===== src/rtl/bus_xfer_seq.sv =====
// rtl/bus_xfer_seq.sv - register-transfer control sequencer for a single-bus datapath
// Issues one-hot register drive/load strobes for MOVE, ALU and IMM operations.
module bus_xfer_seq (
  input  logic        clock,
  input  logic        clear,
  input  logic        start,
  input  logic [1:0]  op,
  input  logic [3:0]  srcA,
  input  logic [3:0]  srcB,
  input  logic [3:0]  dst,
  output logic [15:0] Rout,
  output logic [15:0] Rin,
  output logic        Yin,
  output logic        Zin,
  output logic        Zlowout,
  output logic        Cout,
  output logic        busy,
  output logic        done,
  output logic        err
);

  typedef enum logic [2:0] {
    S_IDLE = 3'd0,
    S_T0   = 3'd1,
    S_T1   = 3'd2,
    S_T2   = 3'd3,
    S_DONE = 3'd4
  } state_t;

  localparam logic [1:0] OP_MOVE = 2'b00;
  localparam logic [1:0] OP_ALU  = 2'b01;
  localparam logic [1:0] OP_IMM  = 2'b10;
  localparam logic [1:0] OP_RSV  = 2'b11;

  state_t     state_q, state_d;
  logic [1:0] op_q, op_d;
  logic [3:0] srca_q, srca_d;
  logic [3:0] srcb_q, srcb_d;
  logic [3:0] dst_q, dst_d;

  always_comb begin
    state_d = state_q;
    op_d    = op_q;
    srca_d  = srca_q;
    srcb_d  = srcb_q;
    dst_d   = dst_q;
    case (state_q)
      S_IDLE: begin
        if (start) begin
          op_d    = op;
          srca_d  = srcA;
          srcb_d  = srcB;
          dst_d   = dst;
          state_d = S_T0;
        end
      end
      S_T0:    state_d = (op_q == OP_ALU) ? S_T1 : S_DONE;
      S_T1:    state_d = S_T2;
      S_T2:    state_d = S_DONE;
      S_DONE:  state_d = S_IDLE;
      default: state_d = S_IDLE;
    endcase
  end

  always_ff @(posedge clock) begin
    if (!clear) begin
      state_q <= S_IDLE;
      op_q    <= 2'b00;
      srca_q  <= 4'd0;
      srcb_q  <= 4'd0;
      dst_q   <= 4'd0;
    end else begin
      state_q <= state_d;
      op_q    <= op_d;
      srca_q  <= srca_d;
      srcb_q  <= srcb_d;
      dst_q   <= dst_d;
    end
  end

  // Strobes depend only on registered state and latched fields, so the
  // bus drivers never see a glitch from the request inputs.
  always_comb begin
    Rout    = 16'd0;
    Rin     = 16'd0;
    Yin     = 1'b0;
    Zin     = 1'b0;
    Zlowout = 1'b0;
    Cout    = 1'b0;
    done    = 1'b0;
    err     = 1'b0;
    busy    = (state_q != S_IDLE);
    case (state_q)
      S_T0: begin
        case (op_q)
          OP_MOVE: begin
            Rout = 16'd1 << srca_q;
            Rin  = 16'd1 << dst_q;
          end
          OP_ALU: begin
            Rout = 16'd1 << srca_q;
            Yin  = 1'b1;
          end
          OP_IMM: begin
            Cout = 1'b1;
            Rin  = 16'd1 << dst_q;
          end
          default: ;
        endcase
      end
      S_T1: begin
        Rout = 16'd1 << srcb_q;
        Zin  = 1'b1;
      end
      S_T2: begin
        Zlowout = 1'b1;
        Rin     = 16'd1 << dst_q;
      end
      S_DONE: begin
        done = 1'b1;
        err  = (op_q == OP_RSV);
      end
      default: ;
    endcase
  end

endmodule


===== config.mk =====
export PLATFORM = sky130hd
export DESIGN_NAME = bus_xfer_seq
export DESIGN_NICKNAME = d
export VERILOG_FILES = /design/src/rtl/bus_xfer_seq.sv
export SDC_FILE = /design/constraint.sdc
export NUM_CORES = 1
export LEC_CHECK = 0
export BUFFER_PORTS_ARGS = -buffer_cell sky130_fd_sc_hd__buf_4
export CELL_PAD_IN_SITES_DETAIL_PLACEMENT = 1
export CELL_PAD_IN_SITES_GLOBAL_PLACEMENT = 2
export CORE_MARGIN = 5
export CORE_UTILIZATION = 27
export CTS_BUF_LIST = sky130_fd_sc_hd__clkbuf_16
export CTS_CLUSTER_SIZE = 25
export DETAILED_ROUTE_END_ITERATION = 10
export GPL_TIMING_DRIVEN = 1
export PLACE_DENSITY = 0.93
export REMOVE_ABC_BUFFERS = 1
export SYNTH_ARGS = -nofsm -noshare
export SYNTH_HDL_FRONTEND = slang
export SYNTH_SLANG_ARGS = --single-unit

===== constraint.sdc =====
create_clock -name clock -period 2.26 [get_ports clock]
set_input_delay 0 -clock clock [delete_from_list [all_inputs] [get_ports clock]]
set_output_delay 0 -clock clock [all_outputs]
set_load 0.01 [all_outputs]

======== Yosys cells after proc, flatten, opt, wreduce, memory -nomap -nowiden ========
Cells that the tools add are included.
operators by class
  add/sub/neg operators ................... 0
  multiply operators ...................... 0
  div/mod/pow operators ................... 0
  order comparisons ....................... 0
  equality and inequality tests ........... 8
  shift operators ......................... 3
  multiplexer cells ....................... 15
  bitwise gates (word level) .............. 0
  reduce and logical (&&, ||, !) cells .... 6
operators with widths
  cell                  count
  $pmux 16 s2           2
  $shl 1x4->16 const A  3
  $mux 16               2
  $pmux 3 s4            1
  $mux 1                8
  $eq 3x2->1 const B    2
  $mux 3                2
  $eq 2x2->1 const B    2
  $reduce_or 2->1       2
  $eq 3x1->1 const B    1
  $eq 3x3->1 const B    1
  $logic_not 3->1       1
  $reduce_bool 3->1     1
  $eq 2x1->1 const B    1
  $logic_not 2->1       1
  $ne 2x2->1 const B    1
  $reduce_and 2->1      1
word-level totals
  flip-flop bits (word level) ............. 17
  bits in latches ......................... 0
  memory bits (writable) .................. 0
  memory bits (read-only) ................. 0
  input port bits ......................... 17
  memories kept ........................... 0

======== Logic depth before layout (Yosys ltp) ========
  depth after elaboration ................. 4
  depth in mapped cells ................... 4
  gate-level depth less buffers ........... 2

======== Worst setup path after synthesis ========
No wires, ideal clock.
  path kind ............................... register to register
  from .................................... register state_q[1]
  to ...................................... register dst_q[0]
  data arrival time ....................... 1.249 ns
  required time ........................... 2.188 ns
  setup slack ............................. 0.940 ns
  cell stages (with the launch flop) ...... 5
  path buffers ............................ 2
  clock period less this slack ............ 1.320 ns
  cell sequence ........................... dfxtp_1 -> buf_6 -> nor4b_4 -> buf_6 -> mux2i_1
between the ends
  longest elaborated chain between the ends .. 2
RTL lines
  item                        line  source
  from (decl)                 35    state_t state_q, state_d;
  from (signal assigned)      73    state_q <= state_d;
  $logic_not 3->1             47    case (state_q)
  $reduce_and 2->1 (no line)  -
  to (signal assigned)        77    dst_q <= dst_d;
  to (decl)                   39    logic [3:0] dst_q, dst_d;
No other way between the ends.
A chain may end at the register's enable or synchronous reset.

======== Worst setup path after layout ========
  from .................................... register state_q[0]
  to ...................................... output Rout[10]
between the ends
  longest elaborated chain between the ends .. 2
  elaborated cells between the ends (all ways) .. 3
  those cells by class .................... eq/ne (2); mux (1)
RTL lines
  item                                             line  source
  $eq 3x2->1 / $eq 3x1->1 (equally long branches)  93    case (state_q)
  $pmux 16 s2 (*)                                  93
  to (decl)                                        11    output logic [15:0] Rout,
Mark *: on every way between the ends. The rest lies on a longest branch, timed or not.

==> results.md <==
* Clk_lat worst skew at 240 ps
* RSZ-0062 raised after global routing: false
* Ys Warns at 0
* Share of synthesized registers carrying an async set or reset at 0%
* Cell Pwr Density at 510 mW/mm2
* Boundary Pins at 56
* LEAKAGE at 0.711 nW
* Final Util at 39.3%
* Post-synthesis sequential area ratio at 27.7%
* Sw Ratio at 26.7%
* Comb power frac at 20.6%
* Post-cts resize count at 0
* Distinct cells, synth at 28
* All-Layer GR Usage at 11.8%
* Site Rows at 24
* Critical Path RT at 2260 ps
* Most frequent cells after synthesis: nand2_1 (30), dfxtp_1 (17), nor4_1 (16), o22ai_1 (16), mux2i_1 (14)
* Antenna cell count at 0
* Dpl ws at 658 ps
* Filler cell count in the final layout at 543
* Height of the die at 77.5 um
* Detailed Route Iter0 Violations at 37
* Clock Sinks at 17
* Gpl congestion at 0.733
* #FFs+latches synth at 17
* Worst Setup Start Kind: register
* Die Wd at 77.5 um
* Overflow after GRT at 0
* Port Buffers at 55
* Seq pwr share at 41.1%
* Cells after DPL at 247
* Routed Antenna Nets at 0
* Final setup fails at 0
* Slew Limit Fails at 0
* CTS buffer count at 3
* Core Box Area at 0.00438 mm2
* Mean area per synthesized cell at 8.04 um2
* Most common flop cell mapped by yosys: dfxtp_1
* Slew margin rel. at 33.7%
* Drt wl/cell at 14.9 um
* Drt total wl at 3750 um
* Router iterations before antenna repair at 4
* H-tree Lvls at 1
* Final min period at 1870 ps
* Outcome: finished, final reports clean
* Share of cells above drive strength 1 at 32.2%
* Synth area leaders: dfxtp_1 (28%), mux2i_1 (11%), nand2_1 (9.2%)
* First-pass GRT wire length at 6150 um
* Final Worst Setup Slack at 390 ps
* Initial Util at 28.1%
* VDD IR max at 455 uV
* Setup repair bufs after CTS at 0
* Fmax at 535 MHz
* Setup crit end kind: output pin
* Clock skew at 1.18 ps
* Largest buffer count on any clock path at 2
* Final hold violations at 0
* Fin crit share at 82.7%
* Most common cell in the netlist: nand2_1
* Mapped Area at 0.00123 mm2
* Top cell type's share of synthesized area at 27.7%
* Clock group share of total power at 38.3%
* Area Growth Syn to Fin at 40.2%
* Post-Route Setup TNS at 0 ps
* Layout Nets at 217
* Clk root buf: clkbuf_16
* Worst Path Arrival at 1870 ps
* Cell-internal power at 645 uW
* Pin count of the biggest net entering global routing at 31
* Critical path fanouts, max at 23
* Fin cells at 251
* # DRC at 0
* Vias per cell at 5.19
* Cell count after synthesis at 153
* Maxcap violations at 0
* EDFF count, synth at 0
* HP Class: in2reg
* Area leader, netlist: dfxtp_1
* Initial antenna violation count at 0
* Cts hold-fix bufs at 0
* Worst-path clk slew at 50 ps
* Critical path class: reg2out
* Die area at 0.00600 mm2
* Slew @ Worst Pin at 992 ps
* Via count at 1,303
* CTS tree: built
* Switching power at 234 uW
* Detailed placement HPWL at 2820 um
* Vias in the first global route at 1,286
[final timing paths]
kind	start	endpoint	slack [ps]	cells past startpoint
setup / recovery	state_q[0]	Rout[10]	390	3
hold / removal	dst[3]	dst_q[3]	10	3
setup reg to reg	state_q[0]	srca_q[2]	820	3
hold reg to reg	srcb_q[3]	srcb_q[3]	480	2
[state kept, by name, indices dropped and copies added, names as in the netlist]
name and flops:
dst_q 4, srca_q 4, state_q 3, op_q 2, srcb_q 4
[layout make-up]
type / instances / area [um2] / share of cell area [%]
sequential: 17 / 340 / 19.7
inverter: 2 / 7.51 / 0.435
clock buffer: 3 / 75.1 / 4.35
timing repair buffer: 57 / 428 / 24.8
clock inverter: 1 / 3.75 / 0.218
multi-input combinational: 119 / 805 / 46.7
tap: 52 / 65.1 / 3.77
[per-layer routing]
metal / wire length (um) / track usage [%] / up-vias / part of all wire (%)
met5: 0 / 0 / - / 0
met4: 0 / 1.72 / 0 / 0
met3: 195 / 3.47 / 0 / 5.2
met2: 1840 / 20.1 / 26 / 49
met1: 1710 / 15.1 / 607 / 46
li1: - / - / 670 / -
[worst max-delay path, cell delays in order (launching register included)]
cell,delay (ps)
dfxtp_1,740
or4bb_1,570
o22ai_1,160
buf_4,150
[cell families (layout without fill, tap and decap cells)]
| kind of cell | Yosys count | after routing | share of synthesized area, % |
|---|---|---|---|
| DFF | 17 | 17 | 27.7 |
| buffers and inverters | 17 | 63 | 6.92 |
| muxes | 14 | 14 | 11.4 |
| AOI/OAI and AO/OA | 17 | 17 | 8.85 |
| and+or+nand+nor | 88 | 88 | 45.2 |
[power groups by stage]
stage	Clock (mW)	Combinational [mW]	Sequential [mW]
floorplan	0	0.112	0.354
global placement	0	0.179	0.364
detailed placement	0	0.183	0.366
CTS	0.348	0.183	0.361
global route	0.368	0.199	0.367
finish	0.337	0.181	0.361
[through the flow]
step | hold slack [ps] | cell area, um2 | power (mW)
3_3_place_gp | 259 | 1650 | 0.543
2_1_floorplan | 139 | 1150 | 0.466
4_1_cts | 9.16 | 1720 | 0.892
6_report | 10.9 | 1720 | 0.880
5_1_grt | 21.5 | 1720 | 0.934
3_5_place_dp | 267 | 1650 | 0.549
[layout by cell type, fill, tap and decap left out]
master / Yosys / final
nand4b_1: 4 / 4
buf_4: 0 / 57
or3b_2: 1 / 1
and3_1: 1 / 1
nor4b_1: 1 / 1
or3b_1: 1 / 1
nor2b_1: 1 / 1
nor4_1: 16 / 16
nor3_1: 2 / 2
mux2i_1: 14 / 14
nand2_1: 30 / 30
or3_1: 1 / 1
nor4b_4: 1 / 1
o32ai_1: 1 / 1
inv_1: 2 / 3
dfxtp_1: 17 / 17
or4_1: 2 / 2
nor3b_1: 2 / 2
or2_2: 2 / 2
o22ai_1: 16 / 16
or4b_1: 5 / 5
nand4_1: 1 / 1
or4bb_1: 6 / 6
nand3b_1: 1 / 1
clkbuf_16: 0 / 3
nand2b_1: 7 / 7
nor2_1: 3 / 3
Power figures use the tool's default switching activity.
